`src/rtl/ram_cmd_sequencer.sv`:
```
`default_nettype none
// ============================================================================
// Module   : ram_cmd_sequencer
// Purpose  : Command front-end for ram_sync. Buffers packed RAM command words
//            in a small in-order FIFO, issues them on ram_sync's
//            writeOn/address/data_in ports and returns read data on a
//            valid/ready response port.
//
// Ports    : clk, rst              - clock, synchronous active-high reset
//            cmd_valid/cmd_ready   - command handshake (cmd_ready = !full)
//            cmd_word              - {address, write flag, data}, MSB first
//            rd_valid/rd_ready     - read response handshake
//            rd_data               - read response data
//            busy                  - commands queued or a command in flight
//            writeOn/address/data_in - registered drive to ram_sync
//            data_out              - read data from ram_sync
//
// Revision : 1.0 - initial release
// ============================================================================
module ram_cmd_sequencer #(
    parameter int ADDR_W = 5,
    parameter int DATA_W = 32,
    parameter int DEPTH  = 4,     // power of two, >= 2
    parameter int RD_LAT = 1
) (
    input  logic                       clk,
    input  logic                       rst,
    // command port
    input  logic                       cmd_valid,
    output logic                       cmd_ready,
    input  logic [ADDR_W+DATA_W:0]     cmd_word,
    // read response port
    output logic                       rd_valid,
    input  logic                       rd_ready,
    output logic [DATA_W-1:0]          rd_data,
    // status
    output logic                       busy,
    // ram_sync side
    output logic                       writeOn,
    output logic [ADDR_W-1:0]          address,
    output logic [DATA_W-1:0]          data_in,
    input  logic [DATA_W-1:0]          data_out
);

    localparam int c_cmd_w  = ADDR_W + 1 + DATA_W;
    localparam int c_ptr_w  = (DEPTH > 1) ? $clog2(DEPTH) : 1;
    localparam int c_cnt_w  = c_ptr_w + 1;
    // Wait counter must reach RD_LAT+1.
    localparam int c_wait_w = $clog2(RD_LAT + 2);

    localparam logic [c_cnt_w-1:0]  c_full_count = c_cnt_w'(DEPTH);
    localparam logic [c_wait_w-1:0] c_wait_last  = c_wait_w'(RD_LAT + 1);

    typedef enum logic [1:0] {
        S_IDLE    = 2'd0,
        S_WR      = 2'd1,
        S_RD_WAIT = 2'd2,
        S_RD_RESP = 2'd3
    } state_t;

    // ------------------------------------------------------------------------
    // Command FIFO
    // ------------------------------------------------------------------------
    logic [c_cmd_w-1:0] r_mem [DEPTH];
    logic [c_ptr_w-1:0] r_wr_ptr;
    logic [c_ptr_w-1:0] r_rd_ptr;
    logic [c_cnt_w-1:0] r_count;

    logic               w_empty;
    logic               w_full;
    logic               w_push;
    logic               w_pop;
    logic [c_cmd_w-1:0] w_head;
    logic [ADDR_W-1:0]  w_head_addr;
    logic               w_head_wr;
    logic [DATA_W-1:0]  w_head_data;

    assign w_empty = (r_count == '0);
    assign w_full  = (r_count == c_full_count);
    // Readiness depends on fullness only, so a same-cycle pop never opens
    // the door for a push into a full FIFO.
    assign cmd_ready = ~w_full;
    assign w_push    = cmd_valid & ~w_full;

    assign w_head      = r_mem[r_rd_ptr];
    assign w_head_addr = w_head[c_cmd_w-1 -: ADDR_W];
    assign w_head_wr   = w_head[DATA_W];
    assign w_head_data = w_head[DATA_W-1:0];

    // Storage needs no reset: entries are only read once counted valid.
    always_ff @(posedge clk) begin
        if (w_push) begin
            r_mem[r_wr_ptr] <= cmd_word;
        end
    end

    always_ff @(posedge clk) begin
        if (rst) begin
            r_wr_ptr <= '0;
            r_rd_ptr <= '0;
            r_count  <= '0;
        end else begin
            // Pointers are exactly log2(DEPTH) bits, so they wrap naturally.
            if (w_push) begin
                r_wr_ptr <= r_wr_ptr + 1'b1;
            end
            if (w_pop) begin
                r_rd_ptr <= r_rd_ptr + 1'b1;
            end
            case ({w_push, w_pop})
                2'b10:   r_count <= r_count + 1'b1;
                2'b01:   r_count <= r_count - 1'b1;
                default: r_count <= r_count;
            endcase
        end
    end

    // ------------------------------------------------------------------------
    // Issue FSM
    // ------------------------------------------------------------------------
    state_t              r_state;
    state_t              w_state_nxt;
    logic [c_wait_w-1:0] r_wait_cnt;

    logic w_clear_we;
    logic w_wait_inc;
    logic w_capture;
    logic w_release;

    always_ff @(posedge clk) begin
        if (rst) begin
            r_state <= S_IDLE;
        end else begin
            r_state <= w_state_nxt;
        end
    end

    always_comb begin
        w_state_nxt = r_state;
        w_pop       = 1'b0;
        w_clear_we  = 1'b0;
        w_wait_inc  = 1'b0;
        w_capture   = 1'b0;
        w_release   = 1'b0;
        case (r_state)
            // IDLE and WR share the dispatch rule; chaining from WR gives
            // back-to-back writes at one per cycle.
            S_IDLE, S_WR: begin
                if (!w_empty) begin
                    w_pop       = 1'b1;
                    w_state_nxt = w_head_wr ? S_WR : S_RD_WAIT;
                end else begin
                    w_clear_we  = 1'b1;
                    w_state_nxt = S_IDLE;
                end
            end
            // The first wait cycle is the one in which the address is being
            // presented; RD_LAT+1 further cycles follow before capture, so
            // data_out is sampled well after it has settled.
            S_RD_WAIT: begin
                if (r_wait_cnt == c_wait_last) begin
                    w_capture   = 1'b1;
                    w_state_nxt = S_RD_RESP;
                end else begin
                    w_wait_inc  = 1'b1;
                end
            end
            S_RD_RESP: begin
                if (rd_ready) begin
                    w_release   = 1'b1;
                    w_state_nxt = S_IDLE;
                end
            end
            default: begin
                w_state_nxt = S_IDLE;
            end
        endcase
    end

    // ------------------------------------------------------------------------
    // Registered RAM drive and read response
    // ------------------------------------------------------------------------
    always_ff @(posedge clk) begin
        if (rst) begin
            writeOn    <= 1'b0;
            address    <= '0;
            data_in    <= '0;
            rd_valid   <= 1'b0;
            rd_data    <= '0;
            r_wait_cnt <= '0;
        end else begin
            if (w_pop) begin
                // Read commands still drive their data field onto data_in;
                // ram_sync ignores it while writeOn is low.
                address    <= w_head_addr;
                data_in    <= w_head_data;
                writeOn    <= w_head_wr;
                r_wait_cnt <= '0;
            end else if (w_clear_we) begin
                writeOn    <= 1'b0;
            end

            if (w_wait_inc) begin
                r_wait_cnt <= r_wait_cnt + 1'b1;
            end

            if (w_capture) begin
                rd_data  <= data_out;
                rd_valid <= 1'b1;
            end else if (w_release) begin
                rd_valid <= 1'b0;
            end
        end
    end

    assign busy = ~w_empty | (r_state != S_IDLE);

endmodule
`default_nettype wire
```
`config.mk`:
```
export PLATFORM = sky130hd
export DESIGN_NAME = ram_cmd_sequencer
export DESIGN_NICKNAME = d
export VERILOG_FILES = /design/src/rtl/ram_cmd_sequencer.sv
export SDC_FILE = /design/constraint.sdc
export NUM_CORES = 1
export LEC_CHECK = 0
export ABC_AREA = 1
export BUFFER_PORTS_ARGS = -buffer_cell sky130_fd_sc_hd__buf_2
export CAP_MARGIN = 5
export CORE_ASPECT_RATIO = 0.7
export CORE_MARGIN = 2
export CORE_UTILIZATION = 40
export DETAILED_ROUTE_END_ITERATION = 10
export MAX_ROUTING_LAYER = met4
export PLACE_DENSITY = 0.68
export REMOVE_ABC_BUFFERS = 1
export SKIP_CTS_REPAIR_TIMING = 1
export SLEW_MARGIN = 20
export SYNTH_ARGS = -nofsm -noshare
export SYNTH_HDL_FRONTEND = slang
export SYNTH_SLANG_ARGS = --single-unit
```
`constraint.sdc`:
```
create_clock -name clk -period 7.5 [get_ports clk]
set_input_delay 0.375 -clock clk [delete_from_list [all_inputs] [get_ports clk]]
set_output_delay 0.375 -clock clk [all_outputs]
set_load 0.02 [all_outputs]
```
; ---- Word level (Yosys, flattened, before mapping)
; Memory sizes are Yosys's and may differ from the RTL's. A register that Yosys moved wholly into a read port is not among the register bits.
; Index checks and enable logic that the tools add are counted.
[totals]
regBits = 82
mem_bits_rw = 152
memories = 1
[op_classes]
n_addsub = 5
n_eq_ne = 9
n_mux = 26
n_bitwise = 4
reduce_logical = 9
[mem_list]
columns = name, words, word_bits, rd, rd_clocked_by_memory_dff, wr, line_no
row1 = r_mem, 4, 38, 1, 1, 1, 64  ; logic [c_cmd_w-1:0] r_mem [DEPTH];
[ops]
columns = op, n
row1 = $mux W1, 16
row2 = $mux W2, 8
row3 = $reduce_bool A2 Y1, 5
row4 = $eq A2 B2 Y1 const B, 4
row5 = $add A2 B1 Y2 const B, 3
row6 = $pmux W2 S3, 1
row7 = $pmux W3 S2, 1
row8 = $eq A2 B1 Y1 const B, 2
row9 = $ne A2 B2 Y1 const B, 2
row10 = $add A3 B1 Y3 const B, 1
row11 = $eq A3 B3 Y1 const B, 1
row12 = $logic_not A3 Y1, 1
row13 = $sub A3 B1 Y3 const B, 1
row14 = $logic_not A2 Y1, 1
row15 = $not A1 Y1, 2
row16 = $reduce_and A2 Y1, 1
row17 = $reduce_or A2 Y1, 1
row18 = $and A1 B1 Y1, 1
row19 = $or A1 B1 Y1, 1

; ---- Depth between registers and ports, before layout
; Gate-level depths: netlist of the first run.
[logic_depth]
ltp_word = 5
mapped_depth = 11
mapped_depth_nobuf = 11

; ---- Worst setup path after synthesis of the first run
; Ideal clock, no wire load.
[synth_timing]
path_kind = reg-to-reg
start = register r_count[1]
end = memory r_mem[0][0] (netlist name) (enable)
arrival_time_ns = 2.414
required_ns = 7.067
slack_ns = 4.653
stages_incl_launch_ff = 5
path_buffers = 0
path_cell_list = dfxtp_1 -> nor2_2 -> nand2_1 -> nand2_1 -> nor2_1
[synth_between]
elab_chain_cells = 5
[synth_lines]
columns = item, line_no
row1 = "start, declared", 67  ; logic [c_cnt_w-1:0] r_count;
row2 = "start signal, assigned", 111  ; 2'b10: r_count <= r_count + 1'b1;
row3 = "start signal, assigned", 112  ; 2'b01: r_count <= r_count - 1'b1;
row4 = "start signal, assigned", 113  ; default: r_count <= r_count;
row5 = $eq A3 B3 Y1, 79  ; assign w_full = (r_count == c_full_count);
row6 = $not A1 Y1, n/a
row7 = net cmd_ready, 30  ; output logic cmd_ready,
row8 = $and A1 B1 Y1, 83  ; assign w_push = cmd_valid & ~w_full;
row9 = $mux W1, 92  ; if (w_push) begin
row10 = $mux W1 (not written as such), 93  ; r_mem[r_wr_ptr] <= cmd_word;
row11 = "end, declared", 64
; The timed path passes the listed nets, and every way through them passes these cells.

; ---- Worst setup path in the final report of the first run
[layout_timing]
start = register r_count[1]
end = register r_count[2]
[layout_between]
elab_chain_cells = 5
word_cells_on_any_way = 12
cone_classes = add/sub: 2 / eq/ne: 3 / mux: 3 / bitwise: 2 / reduce/logical: 2
[layout_lines]
columns = item, line_no
row1 = $logic_not A3 Y1 / $eq A3 B3 Y1 (equally long branches), "78, 79"
row2 = $mux W1 / $not A1 Y1 (equally long branches), "149, 83"
row3 = $mux W1 / $and A1 B1 Y1 (equally long branches), "145, 83"
row4 = $eq A2 B1 Y1 / $eq A2 B2 Y1 (equally long branches), 110  ; case ({w_push, w_pop})
row5 = $pmux W3 S2 / $reduce_bool A2 Y1 (equally long branches), n/a
; Parallel ways exist; a longest one is shown, timed or not.
; A chain may end at the register's enable or synchronous reset.

==> results of run 1 <==
## routing by layer
metal  GRT usage  vias up
li1            -     3106
met1      0.2192     2906
met2      0.2574      142
met3     0.02754       35
met4     0.06118        0
met5           -        -
## worst max-delay path: stages, from the launching register on
cell,delay [ps]
dfxtp_1,330
nor2_2,230
nand2_1,140
nand2_1,460
ha_1,260
inv_1,60
fa_1,380
nand2_1,90
nand3_1,90
o21ai_0,140
a21oi_1,60
## state kept, by name (all words and copies together) (netlist names), named ones only
signal,flops
writeOn,1
rd_valid,1
r_mem,152
r_wait_cnt,2
data_in,32
r_state,2
r_wr_ptr,2
r_count,3
r_rd_ptr,2
rd_data,32
address,5
## kinds of logic after synthesis
logic type | after synthesis
adder cells (fa/ha/maj) | 7
buffers and inverters | 107
flip-flops | 236
AO/OA/AOI/OAI | 165
XOR/XNOR | 1
AND/OR/NAND/NOR | 322
## cell usage after synthesis
cell type / number
buf_4: 2
clkbuf_2: 1
nand3_1: 40
buf_6: 1
clkbuf_1: 19
a21oi_1: 46
nand2_2: 1
nand2_1: 125
buf_1: 1
o21ai_0: 75
o21ai_1: 6
o211ai_1: 37
nor2_8: 1
or2_1: 1
inv_1: 54
fa_1: 1
ha_1: 6
xor2_1: 1
dfxtp_1: 84
nor2_2: 1
edfxtp_1: 152
buf_2: 27
a21oi_2: 1
inv_2: 2
nor2_1: 153
## layout by cell type (no fill, tap or decap), types with 2 or more instances in the layout
cell / netlist / routed
edfxtp_1: 152 / 152
nor2_1: 153 / 149
buf_2: 27 / 146
nand2_1: 125 / 124
dfxtp_1: 84 / 82
o21ai_0: 75 / 75
inv_1: 54 / 53
a21oi_1: 46 / 46
nand3_1: 40 / 40
o211ai_1: 37 / 37
clkbuf_16: 0 / 23
o21ai_1: 6 / 6
ha_1: 6 / 6
buf_4: 2 / 6
diode_2: 0 / 5
clkinv_2: 0 / 5
clkbuf_1: 19 / 5
nor2_4: 0 / 4
bufinv_16: 0 / 3
inv_2: 2 / 2
nand2_2: 1 / 2
clkinv_1: 0 / 2
clkinv_4: 0 / 2
## final timing paths
path	startpoint	to	slack (ps)	cells after the start
max	r_count[1]$_SDFFE_PP0P_	r_count[2]$_SDFFE_PP0P_	5130	10
min	cmd_word[28]	r_mem[0][28]$_DFFE_PP_	90	1
max reg2reg	r_count[1]$_SDFFE_PP0P_	r_count[2]$_SDFFE_PP0P_	5130	10
min reg2reg	rd_data[27]$_SDFFE_PP0P_	rd_data[27]$_SDFFE_PP0P_	460	2
## power groups by stage
stage	clock [mW]	combinational [mW]	sequential, mW
after global routing	1.21	1.40	1.67
after global placement	0	1.19	1.68
after CTS	1.16	1.21	1.65
final	1.14	1.23	1.65
after detailed placement	0	1.21	1.68
after floorplan	0	0.635	1.85
## area by class of cell
cell class,count,area [sq um]
Fill cell,1945,11150
Sequential cell,236,6251
Clock buffer,28,594.3
Timing Repair Buffer,155,834.6
Multi-Input combinational cell,495,2349
Tap cell,282,352.8
Inverter,56,210.2
Antenna cell,5,12.51
Clock inverter,13,148.9
## per-stage QoR
| stage | std cells | setup slack [ps] |
|---|---|---|
| floorplan | 787 | 4181 |
| global placement | 1222 | 4904 |
| detailed placement | 1223 | 4841 |
| CTS | 1264 | 4828 |
| global route | 1269 | 4890 |
| finish | 1270 | 5127 |
==> reports/qor.yml, run 1 <==
outcome: "finished, final reports clean"
min_period_ps: 2373
die_w_um: 183.3
hpwl_um: 11210
grt_remaining_overflow: 0
synth_area_leaders: "edfxtp_1, dfxtp_1, nor2_1"
fin_tns_setup_ps: 0
max_cap_violations: 0
path_class: "reg2reg"
drive_gt1_frac: 0.2065
yosys.area_share.simple: 0.1424
numPortBuffers: 146
final_net_count: 1048
drtIter0Drc: 451
core_area_sq_mm: 0.02190
clockPowerShare: 0.284
combPwrFrac: 0.306
initial_core_util: 0.4112
synth_area_leader_cell: "edfxtp_1"
antenna_found_initial: 4
pin_count: 147
max-clock-path-buffers: 3
p_leak_nw: 4.212
switchingPower_mw: 1.403
slew_violations: 0
hold_viol_final: 0
endpoint_kind: "register"
clock_skew_ps: 8.054
final_antenna_net_count: 0
clockRootBuffer: "clkbuf_16"
power_frac_seq: 0.411
rsz0062_at_grt: "false"
place_congestion: 0.7136
ys_warn_count: 0
p_sw_frac: 0.3492
areaGrowthSynthToFinish_pct: 19.39
synth_top_area_frac: 0.5068
syn_avg_cell_area_sq_um: 10.75
track_usage: 0.1651
finalSetupViolCount: 0
yosysSeqAreaShare: 0.6935
ys_ff_latch: 236
fmaxAchievable_mhz: 421.4
worst-endpoint-arrival_ps: 2750
startpoint_type: "register"
cts_htree_levels: 1
p_int_mw: 2.614
hold_ws_ps: 85.35
synthXorXnorAreaFrac: 0.0009725
vias: 6189
period_share: 0.3164
fin_area_sq_mm: 0.01075
routed-wl-met3_um: 949
wl_um: 19330
post-route-util: 0.4909
synthMuxAreaShare: 0
grt_pass1_vias: 5811
min_path_type: "in2reg"
synth_fa_ha_area_frac: 0.01056
first_pass_iters: 5
drcViolationCount: 0
total_power_mw: 4.016
cts_tree: "yes"
crit_fanout: 9
synth_compound_area_frac: 0.1024
routedWlPerCell_um: 15.22
syn_inst: 838
relSlewSlack: 0.3058
required_ps: 7880
dr.max_layer_used: "met4"
grt_start_max_net_pins: 115
via_per_inst: 4.873
cts.sinks: 236
synth_area_sq_mm: 0.009006
vdd_drop_max_uv: 204.2
synth_top_family_by_area: "simple AND/OR/NAND/NOR gates"
powerDensity_mw_per_mm2: 373.5
met2WireLength_um: 8882
place_area_sq_mm: 0.009966
wl_met1_um: 8998
worst_pin_slew_ps: 1038
cts_made_buffers: 23
grt_pass1_wl_um: 30290
synth_cell_types: 25
die_h_um: 129.5
die_area_sq_mm: 0.02375
worstSkewPairLatency_ps: 500
num_rows: 45
path_clk_slew_ps: 70
No activity file was read; power rests on OpenSTA's default activity.
==> run 2, diff against run 1 <==
clock period = 2.5 ns   (was 7.5 ns; I/O delays follow)
==> reports/qor.yml, run 2 (synthesis gave the netlist of run 1 again) <==
place_congestion: 0.7453
final_common_cell: "edfxtp_1"
track_usage: 0.1672
placedCellCount: 1231
grt_start_max_net_pins: 114
initial_core_util: 0.4112
wl_um: 20280
final_net_count: 1127
num_rows: 45
via_per_inst: 4.862
worst-endpoint-arrival_ps: 2290
grt_remaining_overflow: 0
pre_cts_ws_ps: 625.0
holdCritStartpoint: "cmd_valid"
fin_tns_setup_ps: 0
vdd_drop_max_uv: 533.8
areaGrowthSynthToFinish_pct: 28.16
min_period_ps: 1898
period_share: 0.7593
vias: 6544
cts_tree: "yes"
grt_pass1_vias: 5884
die_h_um: 129.5
fmaxAchievable_mhz: 526.8
seqCellArea_sq_mm: 0.006251
largest_register_ffs: 152
finalSetupViolCount: 0
cts_made_buffers: 24
fill_cells: 1890
place_area_sq_mm: 0.01004
r2r_start: "r_count[1]$_SDFFE_PP0P_"
powerDensity_mw_per_mm2: 1064
cts.sinks: 236
die_area_sq_mm: 0.02375
relSlewSlack: 0.3888
hold_depth: 4
holdPathEnd: "r_count[0]$_SDFFE_PP0P_"
path_class: "reg2reg"
core_area_sq_mm: 0.02190
regMostFlops: "r_mem"
worstRegToRegCells: 10
p_leak_nw: 4.564
hold_viol_final: 0
instances_no_fill: 1346
r2r_slack_ps: 600
pin_count: 147
endpoint_kind: "register"
fin_area_sq_mm: 0.01154
min_path_type: "in2reg"
drcViolationCount: 0
outcome: "finished, final reports clean"
worstReg2RegEnd: "r_count[2]$_SDFFE_PP0P_"
setup_slack_ps: 601.7
drive_gt1_frac: 0.1964
top_regs: "r_mem (152), data_in (32), rd_data (32)"
path_clk_slew_ps: 60
worstSkewPairLatency_ps: 510
rsz0062_at_grt: "false"
worst_pin_slew_ps: 911.2
grt_pass1_wl_um: 30520
drtIter0Drc: 568
cts_htree_levels: 1
required_ps: 2890
startpoint_type: "register"
first_pass_iters: 5
max-clock-path-buffers: 3
routedWlPerCell_um: 15.07
final_antenna_net_count: 0
insertedDiodeCount: 0
slew_violations: 0
die_w_um: 183.3
crit_fanout: 4
max_cap_violations: 0
final_cell_mix: "edfxtp_1, nor2_1, buf_2"
multi_input_area_sq_mm: 0.002349
hpwl_um: 11770
antenna_found_initial: 0
clock_skew_ps: 11.02
clockRootBuffer: "clkbuf_16"
numPortBuffers: 146
## run 2: cell types whose count changed in the layout (fill, tap and decap cells not counted), moves of 2 or more
cell / change
clkbuf_16: +4
dlygate4sd3_1: +71
clkbuf_1: +3
clkinv_2: -3
buf_4: +8
diode_2: -5
bufinv_16: -2
clkinv_4: -2
clkbuf_8: +2
## run 2: worst max path at each step
stage                            startpoint                 endpoint  slack (ps)  cells past startpoint
floorplan                          register  r_state[1]$_SDFFE_PP0P_        -820                      6
global placement    r_count[1]$_SDFFE_PP0P_  r_count[2]$_SDFFE_PP0P_         720                     10
detailed placement  r_count[1]$_SDFFE_PP0P_  r_count[2]$_SDFFE_PP0P_         620                     10
CTS                 r_count[1]$_SDFFE_PP0P_  r_count[2]$_SDFFE_PP0P_         610                     10
global route        r_count[1]$_SDFFE_PP0P_  r_count[2]$_SDFFE_PP0P_         450                     10
finish              r_count[1]$_SDFFE_PP0P_  r_count[2]$_SDFFE_PP0P_         600                     10
## run 2: final cells by class
| class | count | area share |
|---|---|---|
| Inverter | 56 | 0.01821 |
| Clock inverter | 6 | 0.004770 |
| Sequential cell | 236 | 0.5416 |
| Clock buffer | 38 | 0.06396 |
| Timing Repair Buffer | 233 | 0.1375 |
| Tap cell | 282 | 0.03057 |
| Multi-Input combinational cell | 495 | 0.2035 |
## run 2: report_power, final
| part | total, mW | internal, mW | switching [mW] |
|---|---|---|---|
| Clock | 3.54 | 2.13 | 1.41 |
| Combinational | 3.80 | 1.18 | 2.62 |
| Sequential | 4.94 | 4.73 | 0.218 |
| Total | 12.3 | 8.03 | 4.25 |
## run 2: critical path, cell delays in order (launching register included)
cell and delay, ps:
dfxtp_1 330, nor2_2 230, nand2_1 100, nand2_1 110
ha_1 170, inv_1 60, fa_1 390, nand2_1 80
nand3_1 80, o21ai_0 150, a21oi_1 70
## run 2: per-stage QoR
| step | power (mW) | util | hold slack, ps |
|---|---|---|---|
| after floorplan | 7.450 | - | 194.1 |
| after global placement | 8.706 | 0.4583 | 340.5 |
| after detailed placement | 8.787 | 0.4583 | 342.8 |
| after CTS | 12.33 | 0.4945 | -193.2 |
| after global routing | 13.11 | 0.5270 | 112.1 |
| final | 12.28 | 0.5270 | 105.4 |
## run 2: per-layer routing
layer  part of all wire  wire length (um)  vias to the layer above  global-route usage
li1                   -                 -                     3269                   -
met1               0.46              9365                     3075              0.2246
met2               0.47              9618                      164              0.2663
met3              0.046               932                       36             0.03204
met4              0.018               362                        0             0.03718
met5                  0                 0                        -                   -
